## src/rtl/npu_sched_pkg.sv

```systemverilog
// Shared types for the sparse-match chunk scheduler.
// Holds the bitmap width (from PREFIX_SUM_SIZE), the match address width,
// the scheduler state enum and the buffered chunk payload.
`ifndef PREFIX_SUM_SIZE
`define PREFIX_SUM_SIZE 16
`endif

package npu_sched_pkg;

  localparam int unsigned W  = `PREFIX_SUM_SIZE;
  localparam int unsigned AW = $clog2(W);

  typedef enum logic [1:0] {
    ST_IDLE,
    ST_FETCH,
    ST_SCAN,
    ST_DONE
  } sched_state_e;

  typedef struct packed {
    logic [W-1:0] ifm;
    logic [W-1:0] filt;
    logic         valid;
  } chunk_t;

endpackage

```

## src/rtl/chunk_prefetch_buf.sv

```systemverilog
// Two-entry (current + prefetch) bitmap chunk buffer with the fetch handshake.
// Ports:
//   clk_i, rst_i            clock, async active-high reset
//   flush_i                 drop both entries (new job)
//   en_i                    fetch allowed (job busy and chunk quota left)
//   chunk_valid_i/ready_o   fetch handshake; accept_o = valid & ready
//   ifm_i, filt_i           incoming bitmaps
//   pop_i                   current chunk finished this cycle
//   cur_o                   current chunk (zero when empty)
//   nxt_valid_o             prefetch entry occupied
module chunk_prefetch_buf
  import npu_sched_pkg::*;
(
  input  logic         clk_i,
  input  logic         rst_i,
  input  logic         flush_i,
  input  logic         en_i,
  input  logic         chunk_valid_i,
  output logic         chunk_ready_o,
  output logic         accept_o,
  input  logic [W-1:0] ifm_i,
  input  logic [W-1:0] filt_i,
  input  logic         pop_i,
  output chunk_t       cur_o,
  output logic         nxt_valid_o
);

  chunk_t cur_q;
  chunk_t nxt_q;
  chunk_t in_chunk;

  always_comb begin
    in_chunk       = '0;
    in_chunk.ifm   = ifm_i;
    in_chunk.filt  = filt_i;
    in_chunk.valid = 1'b1;
  end

  assign chunk_ready_o = en_i & (~cur_q.valid | ~nxt_q.valid);
  assign accept_o      = chunk_ready_o & chunk_valid_i;
  assign cur_o         = cur_q;
  assign nxt_valid_o   = nxt_q.valid;

  // On pop with an empty prefetch slot, an incoming chunk goes straight to cur.
  always_ff @(posedge clk_i or posedge rst_i) begin
    if (rst_i) begin
      cur_q <= '0;
      nxt_q <= '0;
    end else if (flush_i) begin
      cur_q <= '0;
      nxt_q <= '0;
    end else if (pop_i) begin
      if (nxt_q.valid) begin
        cur_q <= nxt_q;
        nxt_q <= accept_o ? in_chunk : '0;
      end else begin
        cur_q <= accept_o ? in_chunk : '0;
      end
    end else if (accept_o) begin
      if (!cur_q.valid) cur_q <= in_chunk;
      else              nxt_q <= in_chunk;
    end
  end

endmodule

```

## src/rtl/sparse_chunk_scheduler.sv

```systemverilog
// Sequences the sparse-match priority encoder over a job of bitmap chunks,
// prefetching one chunk ahead and forwarding matches tagged with chunk index.
// Ports:
//   clk_i, rst_i                   clock, async active-high reset
//   start_i, num_chunks_i          job start and chunk count
//   chunk_valid_i/chunk_ready_o    fetch handshake, ifm_bmp_i/filt_bmp_i data
//   enc_*_o                        encoder drive (valid, chunk_start, in1, in2)
//   enc_match_i/addr_i/last_i      encoder results
//   mac_ready_i, mac_*_o           match stream to the MAC array
//   busy_o, done_o                 job status, one-cycle completion pulse
module sparse_chunk_scheduler
  import npu_sched_pkg::*;
#(
  parameter int unsigned CNT_W = 8
) (
  input  logic             clk_i,
  input  logic             rst_i,
  input  logic             start_i,
  input  logic [CNT_W-1:0] num_chunks_i,
  input  logic             chunk_valid_i,
  output logic             chunk_ready_o,
  input  logic [W-1:0]     ifm_bmp_i,
  input  logic [W-1:0]     filt_bmp_i,
  output logic             enc_valid_o,
  output logic             enc_chunk_start_o,
  output logic [W-1:0]     enc_in1_o,
  output logic [W-1:0]     enc_in2_o,
  input  logic             enc_match_i,
  input  logic [AW-1:0]    enc_addr_i,
  input  logic             enc_last_i,
  input  logic             mac_ready_i,
  output logic             mac_valid_o,
  output logic [AW-1:0]    mac_addr_o,
  output logic [CNT_W-1:0] mac_chunk_o,
  output logic             busy_o,
  output logic             done_o
);

  sched_state_e     state_q, state_d;
  logic [CNT_W-1:0] num_q, num_d;
  logic [CNT_W-1:0] idx_q, idx_d;
  logic [CNT_W-1:0] acc_q, acc_d;
  logic             first_q, first_d;

  chunk_t cur;
  logic   nxt_valid;
  logic   accept;
  logic   chunk_end;
  logic   last_chunk;
  logic   job_start;

  assign busy_o     = (state_q == ST_FETCH) | (state_q == ST_SCAN);
  assign done_o     = (state_q == ST_DONE);
  assign job_start  = (state_q == ST_IDLE) & start_i;

  assign enc_valid_o       = (state_q == ST_SCAN) & mac_ready_i;
  assign enc_chunk_start_o = (state_q == ST_SCAN) & first_q;
  assign enc_in1_o         = cur.ifm;
  assign enc_in2_o         = cur.filt;

  assign chunk_end  = enc_valid_o & enc_last_i;
  assign last_chunk = (idx_q == num_q - CNT_W'(1));

  // Address is forced to zero outside a valid match so idle/reset outputs are all-zero.
  assign mac_valid_o = enc_match_i & enc_valid_o;
  assign mac_addr_o  = mac_valid_o ? enc_addr_i : '0;
  assign mac_chunk_o = idx_q;

  chunk_prefetch_buf u_buf (
    .clk_i         (clk_i),
    .rst_i         (rst_i),
    .flush_i       (job_start),
    .en_i          (busy_o & (acc_q < num_q)),
    .chunk_valid_i (chunk_valid_i),
    .chunk_ready_o (chunk_ready_o),
    .accept_o      (accept),
    .ifm_i         (ifm_bmp_i),
    .filt_i        (filt_bmp_i),
    .pop_i         (chunk_end),
    .cur_o         (cur),
    .nxt_valid_o   (nxt_valid)
  );

  // State and job counters.
  always_ff @(posedge clk_i or posedge rst_i) begin
    if (rst_i) begin
      state_q <= ST_IDLE;
      num_q   <= '0;
      idx_q   <= '0;
      acc_q   <= '0;
      first_q <= 1'b0;
    end else begin
      state_q <= state_d;
      num_q   <= num_d;
      idx_q   <= idx_d;
      acc_q   <= acc_d;
      first_q <= first_d;
    end
  end

  // Next-state logic; a same-cycle accept keeps the scan going without a bubble.
  always_comb begin
    state_d = state_q;
    num_d   = num_q;
    idx_d   = idx_q;
    acc_d   = accept ? acc_q + CNT_W'(1) : acc_q;
    first_d = first_q;
    unique case (state_q)
      ST_IDLE: begin
        if (start_i) begin
          num_d   = num_chunks_i;
          idx_d   = '0;
          acc_d   = '0;
          first_d = 1'b0;
          state_d = (num_chunks_i == '0) ? ST_DONE : ST_FETCH;
        end
      end
      ST_FETCH: begin
        if (cur.valid | accept) begin
          state_d = ST_SCAN;
          first_d = 1'b1;
        end
      end
      ST_SCAN: begin
        if (enc_valid_o) first_d = 1'b0;
        if (chunk_end) begin
          idx_d = idx_q + CNT_W'(1);
          if (last_chunk) begin
            state_d = ST_DONE;
          end else if (nxt_valid | accept) begin
            first_d = 1'b1;
          end else begin
            state_d = ST_FETCH;
          end
        end
      end
      ST_DONE: state_d = ST_IDLE;
      default: state_d = ST_IDLE;
    endcase
  end

endmodule
```

## config.mk

```make
export PLATFORM = sky130hd
export DESIGN_NAME = sparse_chunk_scheduler
export DESIGN_NICKNAME = d
export VERILOG_FILES = /design/src/rtl/npu_sched_pkg.sv /design/src/rtl/chunk_prefetch_buf.sv /design/src/rtl/sparse_chunk_scheduler.sv
export SDC_FILE = /design/constraint.sdc
export NUM_CORES = 1
export LEC_CHECK = 0
export CAP_MARGIN = 20
export CORE_MARGIN = 1
export CORE_UTILIZATION = 64
export CTS_CLUSTER_SIZE = 25
export DETAILED_ROUTE_END_ITERATION = 10
export DONT_BUFFER_PORTS = 1
export GPL_TIMING_DRIVEN = 0
export PLACE_DENSITY = 0.85
export SETUP_SLACK_MARGIN = 0.4
export SYNTH_ARGS = -nofsm -noshare
export SYNTH_HDL_FRONTEND = slang
export SYNTH_SLANG_ARGS = --single-unit
```

## constraint.sdc

```tcl
create_clock -name clk_i -period 3.3 [get_ports clk_i]
set_clock_uncertainty 0.1 [all_clocks]
set_input_delay 0.495 -clock clk_i [delete_from_list [all_inputs] [get_ports clk_i]]
set_output_delay 0.495 -clock clk_i [all_outputs]
set_load 0.02 [all_outputs]
```

==> out/qor.txt <==
DRT
----------------------------------------------------------------------------------------
Detailed-route via count ..................................................         4059
Vias per Instance .........................................................         6.37
Post-route DRC ............................................................            0
Routed Wire Length ........................................................      12.0 mm
DRT Pass-1 Iters ..........................................................            5
First DRT Iteration DRCs ..................................................          296
Post-route ant nets .......................................................            0
Detailed-route wire length per cell .......................................      18.8 µm

LOGIC SYNTHESIS
----------------------------------------------------------------------------------------
Mapped Area ...............................................................     4960 µm²
Post-synthesis async set-or-reset flop share ..............................         100%
Register area share after synthesis .......................................        46.9%
Gate Count Post-Synth .....................................................          518
Number of flops mapped to enable cells by yosys ...........................            0
Number of synthesized register bits .......................................           93
Top flip-flop cell by instance count after synthesis ...................... sky130_fd_sc_hd__dfrtp_1
Avg Inst Size Synth .......................................................     9.57 µm²
Number of warnings issued by yosys ........................................            0
Syn Nets ..................................................................          584
Number of different library cells in the post-synthesis netlist ...........           51

DIE
----------------------------------------------------------------------------------------
Core area .................................................................     7370 µm²
Count of standard-cell rows ...............................................           31
Die ar. ...................................................................     8100 µm²
Top Ports .................................................................          101
Initial cell density of the core ..........................................        67.3%
Die Span X ................................................................      90.0 µm
Die outline height ........................................................      90.0 µm

CRITICAL PATH
----------------------------------------------------------------------------------------
Critical Path AT ..........................................................      2990 ps
Sequence of cells on the critical path .................................... inv_1 > ha_1 > and2_1 > nand2_1 > and2_1 > a221oi_2 > buf_2 > a22o_1
Kind of launch point of the worst setup path ..............................         flop
Cell with the largest stage delay on the worst path ....................... sky130_fd_sc_hd__dfrtp_1
Type of destination of the critical path ..................................         flop
Crit path kind ............................................................ flop to flop
Most frequent cell on the critical path ................................... sky130_fd_sc_hd__and2_1
Slack of the worst reg-to-reg path ........................................       510 ps
Maximum fanout encountered on the critical timing path ....................           10
Required time of the worst setup path .....................................      3500 ps
Max stage delay on crit path ..............................................       410 ps

FINISH
----------------------------------------------------------------------------------------
Leading cell type in the layout, fill and taps excluded ................... sky130_fd_sc_hd__dfrtp_1
Signed area change from the synthesized netlist to the final layout .......        9.49%
Cell area after layout ....................................................     5430 µm²
Ant. Diodes ...............................................................            0
Total of fill cells in the finished design ................................          520
Most frequent cells in the layout ......................................... sky130_fd_sc_hd__dfrtp_1 (92), sky130_fd_sc_hd__nand2_1 (57), sky130_fd_sc_hd__nand3_1 (40), sky130_fd_sc_hd__buf_4 (37), sky130_fd_sc_hd__a31oi_1 (35)
Nets@finish ...............................................................          600
Share of post-route cells with drive strength above 1 .....................        15.4%

CLOCKING
----------------------------------------------------------------------------------------
Master cell of the clock root buffer ...................................... sky130_fd_sc_hd__clkbuf_8
Max Buffers Root-to-Sink ..................................................            2
CTS buffer count ..........................................................            9
CTS clock-pin slew for the worst setup and hold paths .....................        90 ps
Clock tree from TritonCTS .................................................        built
Source-to-sink clock delay at the later pin of the worst-skew pair ........       360 ps
CTS H-tree lvls ...........................................................            3
Sink Count ................................................................           93

STA
----------------------------------------------------------------------------------------
Normalized max-slew margin ................................................        60.7%
Final hold vios ...........................................................            0
Slew at the pin with the worst max-slew slack .............................       588 ps
Final setup TNS ...........................................................         0 ps
Highest achievable clock rate .............................................      358 MHz
Shortest clock period the worst path allows after layout ..................      2790 ps
Portion of the clock cycle consumed by the worst path in the final layout .        84.7%
Number of setup violations in the final report ............................            0
Unrepaired setup endpoints after global routing ...........................           no
Number of pins exceeding their max-slew limit in the final report .........            0

RUN STATUS
----------------------------------------------------------------------------------------
Outcome ................................................................... complete, no violations

GLOBAL ROUTING
----------------------------------------------------------------------------------------
Maximum number of pins on one net before global-route repair ..............           45
Global-route wire length before repair ....................................      19.9 mm
Via count of the first global-routing pass ................................         4044
Residual overflow from global routing .....................................            0
Antenna violations before repair ..........................................            0
All-Layer GR Usage ........................................................        30.8%

POWER
----------------------------------------------------------------------------------------
Power Density .............................................................   922 nW/µm²
IR drop worst, VDD ........................................................     0.506 mV
Post-layout power .........................................................    0.00500 W
Static power due to leakage ...............................................      2.53 nW

PLACE
----------------------------------------------------------------------------------------
Buffers added on ports ....................................................            0
Cell Area, Placed .........................................................     5120 µm²
DPL Wire Length ...........................................................      8.59 mm
Global placement routability congestion ...................................        0.913

FLOW RUN
----------------------------------------------------------------------------------------
Max-Cap Viols .............................................................            0

HOLD PATH
----------------------------------------------------------------------------------------
Worst min-delay path category ............................................. primary input to flop

-- layout make-up --
type	instances	area [µm²]	share of cell area (%)
flip-flops and latches	93	2330	42.9
multi-input cells	347	2220	41.0
plain buffers	64	410	7.56
clock buffers	9	124	2.28
well taps	99	124	2.28
clock inverters	6	96.3	1.78
repair buffers	5	65.1	1.20
inverters	14	56.3	1.04
-- per-stage QoR --
step | instances | worst slack [ps] | hold WS [ps] | utilization, %
floorplan | 518 | 845 | 373 | -
global placement | 617 | 429 | 387 | 69.0
detailed placement | 619 | 409 | 360 | 69.5
CTS | 635 | 417 | 108 | 72.9
global route | 637 | 386 | 107 | 73.7
finish | 637 | 506 | 117 | 73.7
-- repair_timing --
| action | CTS | global route |
|---|---|---|
| hold endpoints to repair | 24 | 0 |
| resized for setup | 5 | 13 |
| setup buffers | 0 | 2 |
| setup endpoints to repair | 29 | 68 |
| pin swaps | 0 | 2 |
| hold buffers | 1 | 0 |
-- cells by family after synthesis --
| family | Yosys count | share of synthesized area (%) |
|---|---|---|
| simple gates | 163 | 16.0 |
| compound gates | 147 | 20.2 |
| flops | 93 | 46.9 |
| buf+inv | 78 | 9.11 |
| xor+xnor | 20 | 3.53 |
| fa+ha+maj | 15 | 3.79 |
| mux | 2 | 0.429 |
-- synth_stat cells (3+ instances only) --
master                     instances  share of area, %
sky130_fd_sc_hd__dfrtp_1          93                47
sky130_fd_sc_hd__nand2_1          57               4.3
sky130_fd_sc_hd__nand3_1          40               4.0
sky130_fd_sc_hd__a31oi_1          35               4.4
sky130_fd_sc_hd__a22o_1           32               5.7
sky130_fd_sc_hd__buf_4            32               4.8
sky130_fd_sc_hd__o21ai_1          28               2.8
sky130_fd_sc_hd__o21ai_0          20               2.0
sky130_fd_sc_hd__nor2_1           19               1.4
sky130_fd_sc_hd__clkbuf_1         15               1.1
sky130_fd_sc_hd__ha_1             15               3.8
sky130_fd_sc_hd__inv_1            14               1.1
sky130_fd_sc_hd__buf_2            13               1.3
sky130_fd_sc_hd__a21oi_1          12               1.2
sky130_fd_sc_hd__xnor2_1          10               1.8
sky130_fd_sc_hd__xor2_1           10               1.8
sky130_fd_sc_hd__and2_1            9               1.1
sky130_fd_sc_hd__nand4_1           6              0.76
sky130_fd_sc_hd__nand2b_1          5              0.63
sky130_fd_sc_hd__nor3_1            5              0.50
sky130_fd_sc_hd__and3_1            4              0.50
sky130_fd_sc_hd__nor2b_1           4              0.50
sky130_fd_sc_hd__nor4_1            4              0.50
sky130_fd_sc_hd__buf_6             3              0.68
-- worst paths after layout --
check | startpoint | to | depth (start not counted)
hold reg to reg | u_buf.nxt_q[20] | u_buf.nxt_q[20] | 1
hold / removal | start_i | mac_chunk_o[1] | 1
setup reg to reg | state_q[0] | u_buf.nxt_q[10] | 8
max in group asynchronous | rst_i | u_buf.nxt_q[11] | 3
setup / recovery | state_q[0] | u_buf.nxt_q[10] | 8
min in group asynchronous | rst_i | u_buf.cur_o[18] | 2
-- worst max-delay path, delay by kind of cell (launching register included) --
family,cells,cell delay [ps]
buf+inv,2,480
compound gates,2,580
flops,1,410
simple gates,3,890
fa+ha+maj,1,270
-- power breakdown --
| part | switching, W | total (W) | internal, W |
|---|---|---|---|
| Clock | 0.000422 | 0.000854 | 0.000432 |
| Combinational | 0.00142 | 0.00237 | 0.000950 |
| Sequential | 0.000285 | 0.00178 | 0.00149 |
-- layer usage --
metal	up-vias	track usage [%]	part of all wire [%]	routed length (µm)
met2	194	47.7	49	5810
li1	1854	-	-	-
met4	0	12.5	2.0	242
met5	-	0	0	0
met3	22	6.51	8.7	1050
met1	1989	42.5	41	4880
-- registers in the layout (all words and copies together), names as in the netlist --
register / count
acc_q: 8
first_q: 1
mac_chunk_o: 8
num_q: 8
state_q: 2
u_buf.cur_o: 33
u_buf.nxt_q: 32
u_buf.nxt_valid_o: 1
Power figures use the tool's default switching activity.
